### src/rtl/div_if.sv
// EX-stage <-> divider handshake bundle: operands and control in, result and stall request out.
interface div_if #(
  parameter int WIDTH = 32
);
  logic             start_i;
  logic             signed_i;
  logic [WIDTH-1:0] dividend_i;
  logic [WIDTH-1:0] divisor_i;
  logic             annul_i;
  logic [WIDTH-1:0] quotient_o;
  logic [WIDTH-1:0] remainder_o;
  logic             ready_o;
  logic             stallreq_ex_o;

  modport master (
    output start_i, signed_i, dividend_i, divisor_i, annul_i,
    input  quotient_o, remainder_o, ready_o, stallreq_ex_o
  );

  modport slave (
    input  start_i, signed_i, dividend_i, divisor_i, annul_i,
    output quotient_o, remainder_o, ready_o, stallreq_ex_o
  );
endinterface

### src/rtl/div_unit.sv
// Iterative radix-2 restoring divider for DIV/DIVU/REM/REMU; holds EX stalled until the result pulse.
module div_unit #(
  parameter int WIDTH = 32,
  parameter int CNT_W = 6
) (
  input  logic   clk,
  input  logic   rst,
  div_if.slave   bus
);

  localparam logic [1:0] S_FREE = 2'd0;
  localparam logic [1:0] S_ON   = 2'd1;
  localparam logic [1:0] S_ZERO = 2'd2;
  localparam logic [1:0] S_END  = 2'd3;

  logic [1:0]       state;
  logic [CNT_W-1:0] count;
  logic             q_neg;
  logic             r_neg;
  logic [WIDTH-1:0] dvd;
  logic [WIDTH-1:0] dvs;
  logic [WIDTH-1:0] prem;
  logic [WIDTH-1:0] raw_dvd;

  logic             go;
  logic [WIDTH:0]   shifted;
  logic [WIDTH:0]   trial;
  logic             q_bit;
  logic [WIDTH-1:0] prem_nxt;
  logic [WIDTH-1:0] dvd_nxt;

  function automatic logic [WIDTH-1:0] mag(input logic signed [WIDTH-1:0] v,
                                           input logic is_signed);
    if (is_signed && (v < 0))
      return $unsigned(-v);
    return $unsigned(v);
  endfunction

  function automatic logic [WIDTH-1:0] fix_sign(input logic [WIDTH-1:0] v,
                                                input logic neg);
    logic signed [WIDTH-1:0] s;
    s = $signed(v);
    return neg ? $unsigned(-s) : v;
  endfunction

  assign go                = bus.start_i & ~bus.annul_i;
  assign bus.stallreq_ex_o = bus.start_i & ~bus.ready_o & ~bus.annul_i;

  // The dividend register doubles as the quotient: bits retire at the top as quotient bits enter below.
  always_comb begin
    shifted  = {prem, dvd[WIDTH-1]};
    trial    = shifted - {1'b0, dvs};
    q_bit    = ~trial[WIDTH];
    prem_nxt = q_bit ? trial[WIDTH-1:0] : shifted[WIDTH-1:0];
    dvd_nxt  = {dvd[WIDTH-2:0], q_bit};
  end

  always_ff @(posedge clk) begin
    if (rst) begin
      state           <= S_FREE;
      count           <= '0;
      bus.ready_o     <= 1'b0;
      bus.quotient_o  <= '0;
      bus.remainder_o <= '0;
    end else begin
      bus.ready_o <= 1'b0;
      case (state)
        S_FREE: begin
          if (go) begin
            state <= (bus.divisor_i == '0) ? S_ZERO : S_ON;
            count <= '0;
          end
        end
        S_ON: begin
          if (!go) begin
            state <= S_FREE;
          end else begin
            count <= count + 1'b1;
            if (count == CNT_W'(WIDTH - 1)) begin
              state           <= S_END;
              bus.ready_o     <= 1'b1;
              bus.quotient_o  <= fix_sign(dvd_nxt, q_neg);
              bus.remainder_o <= fix_sign(prem_nxt, r_neg);
            end
          end
        end
        S_ZERO: begin
          if (!go) begin
            state <= S_FREE;
          end else begin
            state           <= S_END;
            bus.ready_o     <= 1'b1;
            bus.quotient_o  <= '1;
            bus.remainder_o <= raw_dvd;
          end
        end
        default: state <= S_FREE;
      endcase
    end
  end

  // Operand capture and iteration datapath; only meaningful once the FSM has left FREE.
  always_ff @(posedge clk) begin
    if (state == S_FREE && go) begin
      dvd     <= mag(bus.dividend_i, bus.signed_i);
      dvs     <= mag(bus.divisor_i, bus.signed_i);
      q_neg   <= bus.signed_i & (bus.dividend_i[WIDTH-1] ^ bus.divisor_i[WIDTH-1]);
      r_neg   <= bus.signed_i & bus.dividend_i[WIDTH-1];
      prem    <= '0;
      raw_dvd <= bus.dividend_i;
    end else if (state == S_ON) begin
      prem <= prem_nxt;
      dvd  <= dvd_nxt;
    end
  end

endmodule

### src/flat_wrapper.sv
// flat-port wrapper written by rule: the top's interface ports become plain ports
module div_unit_flat 
#(
  parameter int WIDTH = 32,
  parameter int CNT_W = 6
)
  (clk, rst, bus_start_i, bus_signed_i, bus_dividend_i, bus_divisor_i, bus_annul_i, bus_quotient_o, bus_remainder_o, bus_ready_o, bus_stallreq_ex_o);
  div_if #(.WIDTH(WIDTH)) bus_i ();
  input  logic clk;
  input  logic rst;
  input wire logic [$bits(bus_i.start_i)-1:0] bus_start_i;
  input wire logic [$bits(bus_i.signed_i)-1:0] bus_signed_i;
  input wire logic [$bits(bus_i.dividend_i)-1:0] bus_dividend_i;
  input wire logic [$bits(bus_i.divisor_i)-1:0] bus_divisor_i;
  input wire logic [$bits(bus_i.annul_i)-1:0] bus_annul_i;
  output wire logic [$bits(bus_i.quotient_o)-1:0] bus_quotient_o;
  output wire logic [$bits(bus_i.remainder_o)-1:0] bus_remainder_o;
  output wire logic [$bits(bus_i.ready_o)-1:0] bus_ready_o;
  output wire logic [$bits(bus_i.stallreq_ex_o)-1:0] bus_stallreq_ex_o;
  assign bus_i.start_i = bus_start_i;
  assign bus_i.signed_i = bus_signed_i;
  assign bus_i.dividend_i = bus_dividend_i;
  assign bus_i.divisor_i = bus_divisor_i;
  assign bus_i.annul_i = bus_annul_i;
  assign bus_quotient_o = bus_i.quotient_o;
  assign bus_remainder_o = bus_i.remainder_o;
  assign bus_ready_o = bus_i.ready_o;
  assign bus_stallreq_ex_o = bus_i.stallreq_ex_o;
  div_unit #(.WIDTH(WIDTH), .CNT_W(CNT_W)) u_core (.clk(clk), .rst(rst), .bus(bus_i));
endmodule
### config.mk
export PLATFORM = sky130hd
export DESIGN_NAME = div_unit_flat
export DESIGN_NICKNAME = d
export VERILOG_FILES = /design/src/rtl/div_if.sv /design/src/rtl/div_unit.sv /design/src/flat_wrapper.sv
export SDC_FILE = /design/constraint.sdc
export NUM_CORES = 1
export LEC_CHECK = 0
export ABC_AREA = 1
export CAP_MARGIN = 20
export CORE_UTILIZATION = 60
export CTS_CLUSTER_SIZE = 16
export DETAILED_ROUTE_END_ITERATION = 7
export PLACE_DENSITY = 0.9
export SYNTH_ARGS = -nofsm -noshare
export SYNTH_HDL_FRONTEND = slang
export SYNTH_SLANG_ARGS = --single-unit
export TNS_END_PERCENT = 50
### constraint.sdc
create_clock -name clk -period 14.3 [get_ports clk]
set_input_delay 2.145 -clock clk [delete_from_list [all_inputs] [get_ports clk]]
set_output_delay 2.145 -clock clk [all_outputs]
set_load 0.02 [all_outputs]
==> results of run 1 <==
-- per-layer routing --
metal | vias up | GRT usage [%] | wire length, µm
met1 | 6338 | 48.7 | 17200
met3 | 112 | 5.52 | 4330
met4 | 0 | 14.2 | 1590
met5 | - | 0 | 0
li1 | 6598 | - | -
met2 | 781 | 58.4 | 19200
-- synth_stat cells, types with 19 or more instances --
cell type,number
o21ai_0,110
o22ai_1,19
nand3_1,132
nor3_1,28
xor2_1,65
a21oi_1,59
nand4_1,19
clkbuf_1,49
xnor2_1,31
ha_1,41
nor2_1,204
nand2_2,32
edfxtp_1,98
nand2_1,557
inv_1,261
dfxtp_1,105
-- critical path: cells and delay by family --
family,cells,cell delay [ps]
buffers and inverters,4,1230
AND/OR/NAND/NOR,2,320
-- power by group --
| group | internal [mW] | switching, mW | total (mW) | leakage, nW |
|---|---|---|---|---|
| clock network | 0.392 | 0.253 | 0.645 | 0.405 |
| registers | 0.684 | 0.0528 | 0.737 | 1.78 |
| logic | 0.179 | 0.309 | 0.488 | 5.42 |
| total | 1.25 | 0.615 | 1.87 | 7.61 |
-- metrics by stage --
| stage | instance area, µm² | power [mW] | setup slack [ps] | instances | hold WS [ps] |
|---|---|---|---|---|---|
| 2_1_floorplan | 13800 | 1.04 | 6540 | 1972 | 457 |
| 3_3_place_gp | 15300 | 1.20 | 8500 | 2340 | 450 |
| 3_5_place_dp | 15300 | 1.21 | 8470 | 2341 | 462 |
| 4_1_cts | 16100 | 1.85 | 8460 | 2383 | 470 |
| 5_1_grt | 16100 | 1.94 | 8360 | 2383 | 490 |
| 6_report | 16100 | 1.87 | 8460 | 2383 | 466 |
-- state kept, by name (all words and copies together) (netlist names) --
| signal | flops |
|---|---|
| u_core.count | 6 |
| u_core.r_neg | 1 |
| u_core.bus.quotient_o | 32 |
| u_core.state | 2 |
| u_core.bus.ready_o | 1 |
| u_core.prem | 32 |
| u_core.bus.remainder_o | 32 |
| u_core.dvd | 32 |
| u_core.dvs | 32 |
| u_core.q_neg | 1 |
| u_core.raw_dvd | 32 |
-- cell type report --
cell class	count	area share, %
multi-input combinational	1436	46.3
sequential	203	31.3
timing repair buffer	143	8.78
inverter	274	6.38
clock buffer	31	4.00
tap	285	2.21
clock inverter	11	1.07
-- placed cells by master (no fill, tap or decap), drive strengths merged, types with 2 or more instances in the layout --
master,count
clkinv,8
o31ai,3
ha,41
a31oi,13
nor4,11
xor2,65
o221ai,12
edfxtp,98
o21bai,3
inv,273
o21ai,130
a21oi,64
o211ai,8
clkdlybuf4s50,133
a21boi,2
or2,6
o221a,2
xnor2,31
bufinv,4
nor2,218
nand3b,5
clkbuf,31
nand4,19
nor3b,3
and2,2
o22ai,19
nand2,599
dfxtp,105
a21o,5
nand3,138
buf,10
nor3,29
-- worst paths after layout --
check,from,to,cells past startpoint
max reg2reg,u_core.dvd[31],u_core.bus.quotient_o[28],27
min,u_core.bus.remainder_o[26],u_core.bus.remainder_o[26],2
max,bus_start_i,bus_stallreq_ex_o,6
min reg2reg,u_core.bus.remainder_o[26],u_core.bus.remainder_o[26],2
-- kinds of logic after synthesis --
group,after synthesis,synth area share [%]
and+or+nand+nor,1033,32.8
buffers and inverters,333,9.46
AOI/OAI and AO/OA,265,11.3
DFF,203,36.5
xor gates and xnor gates,96,6.09
adders and majority gates,42,3.86
==> impl_metrics.tcl, run 1 <==
set metrics [dict create \
    path_class "in -> out" \
    grt_pass1_vias 13000 \
    path_clk_slew_ps 60 \
    die_x_um 154 \
    ys_seq_area_share_pct 36.5 \
    cts.sink_count 203 \
    period_share_pct 40.8 \
    antenna_left 0 \
    layout-drive-gt1-share_pct 6.86 \
    synth_ff_type "dfxtp_1" \
    numCtsBuffers 23 \
    drc 0 \
    max_clock_freq_ghz 0.171 \
    leakage_nw 7.61 \
    yosys.area.top_type "edfxtp_1" \
    syn2layout_area_growth_pct 16.9 \
    avgViaCountPerCell 5.80 \
    postSynthAreaPerCell_um2 7.00 \
    power_density_nw_per_um2 116 \
    synthCells 1972 \
    async_flop_share_pct 0 \
    fill_cells 1776 \
    ioPinCount 135 \
    cts_resized 0 \
    cp_max_fo 4 \
    wirelength_um 42300 \
    num_antenna_cells 0 \
    h-tree-depth 1 \
    antenna_found_initial 0 \
    core_region_area_um2 22600 \
    critPathArrivalTime_ps 3700 \
    cts_tree "built" \
    setup_viol 0 \
    slew-limit-headroom_pct 30.5 \
    syn_nets 2083 \
    grt_max_degree 79 \
    gr-usage-all-layers_pct 36.1 \
    cp_slowest_cell "clkdlybuf4s50_1" \
    rsz0062_at_grt "no" \
    timing.max_cap.violations 0 \
    fin_crit_ps 5840 \
    synth_seq_cells 203 \
    regArea_um2 5040 \
    hold_viol 0 \
    synthDistinctLibCells 55 \
    clockBufferDepth 3 \
    synth_area_leaders "edfxtp_1, dfxtp_1, nand2_1" \
    drt_pass1_iterations 6 \
    finalClockSkew_ps 25.3 \
    fin_setup_tns_ps 0 \
    port-buffer-count 134 \
    fin_nets 2192 \
    cp-end-kind "primary output" \
    overflow 0 \
    worstPathCellList "clkdlybuf4s50_1, inv_1, nor2_1, inv_1, nor2_1, clkdlybuf4s50_1" \
    synth_edf_count 98 \
    start_util_pct 61.2 \
    r2r_setup_slack_ps 9210 \
    status "complete, no violations" \
    start_kind "primary input" \
    gp_congestion 0.975 \
    wl_per_cell_um 17.8 \
    tightest_slew_ps 1040 \
    insertion_delay_ps 540 \
    ys_warn_count 0 \
    via_count 13800 \
    hp-class "reg -> reg" \
    worstPathRequired_ps 12150 \
    cts_setup_buffers 0 \
    dieHeight_um 154 \
    synth_area_um2 13800 \
    cts_hold_buf 0 \
    cp_slowest_stage_delay_ps 610 \
    drv_slew 0 \
    dp_hpwl_um 31900 \
    grt_pass1_wl_um 67300 \
    cts_root_buffer "clkbuf_16" \
    final_core_util_pct 71.5 \
    synth_top_area_share_pct 21.3 \
    rows 55 \
    dieArea_um2 23600 \
    drt_iter0_markers 1538 \
    ir_drop_uv 104 \
    multiInputGateArea_um2 7470 \
]
Note: power is estimated with default switching activity, not from simulation.
==> run 2, diff against run 1 <==
--- a/config.mk
+++ b/config.mk
@@ -7,10 +7,10 @@
 export LEC_CHECK = 0
 export ABC_AREA = 1
 export CAP_MARGIN = 20
-export CORE_UTILIZATION = 60
+export CORE_UTILIZATION = 59
 export CTS_CLUSTER_SIZE = 16
 export DETAILED_ROUTE_END_ITERATION = 7
-export PLACE_DENSITY = 0.9
+export PLACE_DENSITY = 0.89
 export SYNTH_ARGS = -nofsm -noshare
 export SYNTH_HDL_FRONTEND = slang
 export SYNTH_SLANG_ARGS = --single-unit
==> constraint.sdc (replaced) <==
create_clock -name clk -period 5.62 [get_ports clk]
set_input_delay 0.843 -clock clk [delete_from_list [all_inputs] [get_ports clk]]
set_output_delay 0.843 -clock clk [all_outputs]
set_load 0.02 [all_outputs]
==> impl_metrics.tcl, run 2 (synthesis results as in run 1) <==
set metrics [dict create \
    cp-end-kind "flop" \
    overflow 0 \
    final_cell_mix "nand2_1, inv_1, nor2_1" \
    drc 0 \
    via_count 13800 \
    gr-usage-all-layers_pct 36.0 \
    start_kind "flop" \
    use_met3_pct 3.87 \
    ioPinCount 135 \
    path_clk_slew_ps 60 \
    fin_area_um2 16100 \
    final_common_cell "nand2_1" \
    layout-drive-gt1-share_pct 6.87 \
    port-buffer-count 134 \
    drt_pass1_iterations 6 \
    fin_crit_ps 4690 \
    critPathTopFamily "simple AND/OR/NAND/NOR gates" \
    drv_slew 0 \
    gp_congestion 0.970 \
    cts_hold_buf 0 \
    start_util_pct 60.6 \
    rows 55 \
    clockBufferDepth 3 \
    worstPathRequired_ps 6030 \
    met1_usage_pct 51.1 \
    reg2reg_to "u_core.bus.quotient_o[28]" \
    cts.sink_count 203 \
    wirelength_um 43100 \
    timing.max_cap.violations 0 \
    final.setup.worst_slack_ps 934 \
    finalClockSkew_ps 26.2 \
    cp_slowest_stage_delay_ps 450 \
    critPathBufInv 5 \
    worstSetupEndpoint "u_core.bus.quotient_o[28]" \
    wl_per_cell_um 17.9 \
    pre_cts_ws_ps 1210 \
    antenna_left 0 \
    ir_drop_uv 247 \
    place_area_um2 15300 \
    worstRegToRegCells 27 \
    crit_start "u_core.dvd[31]" \
    met2_usage_pct 57.7 \
    fin_nets 2191 \
    dieHeight_um 155 \
    syn2layout_area_growth_pct 16.6 \
    grt_pass1_vias 12700 \
    numCtsBuffers 22 \
    grt_max_degree 62 \
    power_density_nw_per_um2 290 \
    status "complete, no violations" \
    h-tree-depth 1 \
    dp_hpwl_um 32700 \
    hold_viol 0 \
    path_class "reg -> reg" \
    cp_max_fo 34 \
    grt-busiest-layer "met2" \
    tightest_slew_ps 1030 \
    critPathArrivalTime_ps 5100 \
    antenna_found_initial 0 \
    cp_slowest_cell "nor3_1" \
    r2r_setup_slack_ps 930 \
    core_region_area_um2 22800 \
    num_antenna_cells 0 \
    r2r_start "u_core.dvd[31]" \
    slew-limit-headroom_pct 31.0 \
    cts_root_buffer "clkbuf_16" \
    period_share_pct 83.4 \
    cts_resized 0 \
    avgViaCountPerCell 5.71 \
    drt_iter0_markers 1603 \
    rsz0062_at_grt "no" \
    insertion_delay_ps 530 \
    cts_tree "built" \
    cp_num_cells 27 \
    max_clock_freq_ghz 0.213 \
    die_x_um 155 \
    grt_pass1_wl_um 67700 \
    leakage_nw 7.57 \
    hp-class "reg -> reg" \
    power_mw 4.66 \
    dieArea_um2 24000 \
    setup_viol 0 \
    fin_setup_tns_ps 0 \
    cts_setup_buffers 0 \
]
-- run 2: cell count changes in the layout (fill, tap and decap cells not counted), sizes merged --
cell,previous run,this run
clkbuf,31,24
clkinv,8,11
clkinvlp,0,2
-- run 2: cell type report --
cell class | instances | area, µm²
Sequential cell | 203 | 5040
Clock inverter | 16 | 203
Clock buffer | 24 | 558
Inverter | 274 | 1030
Tap cell | 313 | 392
Multi-Input combinational cell | 1436 | 7470
Fill cell | 1841 | 6680
Timing Repair Buffer | 143 | 1400
-- run 2: where the power goes --
part           switching (mW)  internal (mW)  total, mW  leakage (nW)
sequential              0.133           1.74       1.87          1.78
clock                   0.641          0.911       1.55         0.371
combinational           0.789          0.451       1.24          5.42
-- run 2: worst min-delay path by stage --
stage	start	end	slack [ps]	cells after the start
after global routing	u_core.bus.remainder_o[21]	u_core.bus.remainder_o[21]	480	2
after CTS	u_core.bus.remainder_o[21]	u_core.bus.remainder_o[21]	470	2
after floorplan	u_core.count[1]	u_core.count[1]	460	2
after detailed placement	u_core.bus.remainder_o[21]	u_core.bus.remainder_o[21]	460	2
final	u_core.bus.remainder_o[30]	u_core.bus.remainder_o[30]	470	2
after global placement	u_core.bus.remainder_o[25]	u_core.bus.remainder_o[25]	450	2
-- run 2: per-layer routing --
| layer | vias to the layer above | part of all wire [%] |
|---|---|---|
| met5 | - | 0 |
| met4 | 0 | 2.9 |
| met3 | 89 | 9.0 |
| met2 | 722 | 45 |
| met1 | 6357 | 43 |
| li1 | 6595 | - |
-- run 2: stage by stage --
step	std cells	utilization, %	hold slack [ps]
2_1_floorplan	1972	-	457
3_3_place_gp	2369	67.3	453
3_5_place_dp	2369	67.3	461
4_1_cts	2409	70.7	470
5_1_grt	2409	70.7	481
6_report	2409	70.7	472
-- run 2: worst min-delay path: stages, from the launching register on --
cell and delay, ps:
dfxtp_1 310, nand2_1 60, a21oi_1 60
==> run 3, diff against run 2 <==
==> constraint.sdc (replaced) <==
create_clock -name clk -period 4.6 [get_ports clk]
set_input_delay 0.69 -clock clk [delete_from_list [all_inputs] [get_ports clk]]
set_output_delay 0.69 -clock clk [all_outputs]
set_load 0.02 [all_outputs]
==> impl_metrics.tcl, run 3 (synthesis results as in run 1) <==
set metrics [dict create \
    r2r_setup_slack_ps 330 \
    worstRegToRegCells 27 \
    drc 0 \
    grt-busiest-layer "met2" \
    met2_usage_pct 57.9 \
    hold_viol 0 \
    grt_max_degree 78 \
    status "complete, no violations" \
    fill_cells 1878 \
    drt_pass1_iterations 6 \
    worstPathRequired_ps 5030 \
    final.setup.worst_slack_ps 327 \
    place_area_um2 15400 \
    h-tree-depth 1 \
    start_util_pct 60.6 \
    drv_slew 0 \
    dieHeight_um 155 \
    fin_crit_ps 4270 \
    path_clk_slew_ps 60 \
    dp_hpwl_um 32900 \
    ir_drop_uv 307 \
    crit_start "u_core.dvd[31]" \
    power_mw 5.69 \
    cts.sink_count 203 \
    gr-usage-all-layers_pct 36.2 \
    wirelength_um 43600 \
    numCtsBuffers 23 \
    final_core_util_pct 71.0 \
    final_cell_mix "nand2_1, inv_1, nor2_1" \
    core_region_area_um2 22800 \
    tightest_slew_ps 968 \
    die_x_um 155 \
    leakage_nw 7.60 \
    wl_per_cell_um 18.0 \
    cp-end-kind "flop" \
    worstSetupEndpoint "u_core.bus.quotient_o[28]" \
    avgViaCountPerCell 5.71 \
    hp-class "reg -> reg" \
    cts_tree "built" \
    antenna_found_initial 1 \
    max_clock_freq_ghz 0.234 \
    multiInputGateArea_um2 7470 \
    slew-limit-headroom_pct 35.4 \
    fin_area_um2 16200 \
    regArea_um2 5040 \
    num_antenna_cells 0 \
    insertion_delay_ps 540 \
    ioPinCount 135 \
    fin_setup_tns_ps 0 \
    use_met3_pct 4.62 \
    gp_congestion 0.989 \
    setup_viol 0 \
    cp_max_fo 7 \
    r2r_start "u_core.dvd[31]" \
    fin_nets 2198 \
    rsz0062_at_grt "no" \
    dieArea_um2 24000 \
    layout-drive-gt1-share_pct 6.94 \
    timing.max_cap.violations 0 \
    final_common_cell "nand2_1" \
    cts_root_buffer "clkbuf_16" \
    reg2reg_to "u_core.bus.quotient_o[28]" \
    syn2layout_area_growth_pct 17.1 \
    cts_hold_buf 0 \
    start_kind "flop" \
    port-buffer-count 134 \
    rows 55 \
    path_class "reg -> reg" \
    grt_pass1_wl_um 67800 \
    finalClockSkew_ps 27.0 \
    antenna_left 0 \
    pre_cts_ws_ps 405 \
    period_share_pct 92.9 \
    drt_iter0_markers 1711 \
    met1_usage_pct 51.2 \
    clockBufferDepth 3 \
    grt_pass1_vias 12800 \
    critPathArrivalTime_ps 4700 \
    via_count 13800 \
    overflow 0 \
    power_density_nw_per_um2 352 \
]
[run 3: changes by cell type in the layout (fill, tap and decap cells not counted), sizes merged]
cell and delta:
inv -1, buf +6, clkbuf +6, clkinvlp -1, bufinv -2
[run 3: stage by stage]
step	hold WS (ps)	cells
after global routing	485	2417
after CTS	470	2417
after detailed placement	460	2375
after global placement	453	2375
final	471	2417
after floorplan	457	1972
[run 3: critical path: stages (launching register included)]
cell,delay [ps]
edfxtp_1,380
inv_1,60
ha_1,210
fa_1,420
inv_1,110
nand2_1,60
nand2_1,70
nand3_1,80
nand2_2,130
nand2_2,70
nand2_4,70
nand2_4,80
nand2_4,100
nand2_4,90
nand2_4,90
ha_1,140
inv_1,50
nor3_1,200
nand2_1,130
nor3_2,240
nand4_1,160
inv_1,140
nand3_1,140
o21ai_0,320
o21ai_0,200
xor2_1,190
o221ai_1,200
inv_1,60
[run 3: layout make-up]
class                      count  area share [%]
inverter                     274            6.36
tap                          313            2.42
multi-input combinational   1436            46.2
timing repair buffer         149            9.04
sequential                   203            31.2
clock buffer                  30            3.92
clock inverter                12           0.797
[run 3: repair_timing]
action,CTS,global route
setup endpoints to repair,0,1
gates resized for setup,0,1
setup buffers,0,0
[run 3: where the power goes]
part	internal, mW	switching (mW)
logic	0.558	0.970
clock network	1.09	0.787
registers	2.13	0.161
[run 3: how the worst min path moves through the flow]
stage	depth (start not counted)	start	slack (ps)	endpoint
floorplan	2	u_core.count[1]	460	u_core.count[1]
global placement	2	u_core.bus.remainder_o[28]	450	u_core.bus.remainder_o[28]
detailed placement	2	u_core.bus.remainder_o[21]	460	u_core.bus.remainder_o[21]
CTS	2	u_core.bus.remainder_o[21]	470	u_core.bus.remainder_o[21]
global route	2	u_core.bus.remainder_o[21]	480	u_core.bus.remainder_o[21]
finish	2	u_core.bus.remainder_o[21]	470	u_core.bus.remainder_o[21]
[run 3: routing by layer]
| metal | routed length [µm] | share of wire, % | vias to the layer above |
|---|---|---|---|
| met4 | 1160 | 2.6 | 0 |
| met5 | 0 | 0 | - |
| met2 | 19600 | 45 | 751 |
| met3 | 4220 | 9.7 | 99 |
| li1 | - | - | 6617 |
| met1 | 18600 | 43 | 6331 |
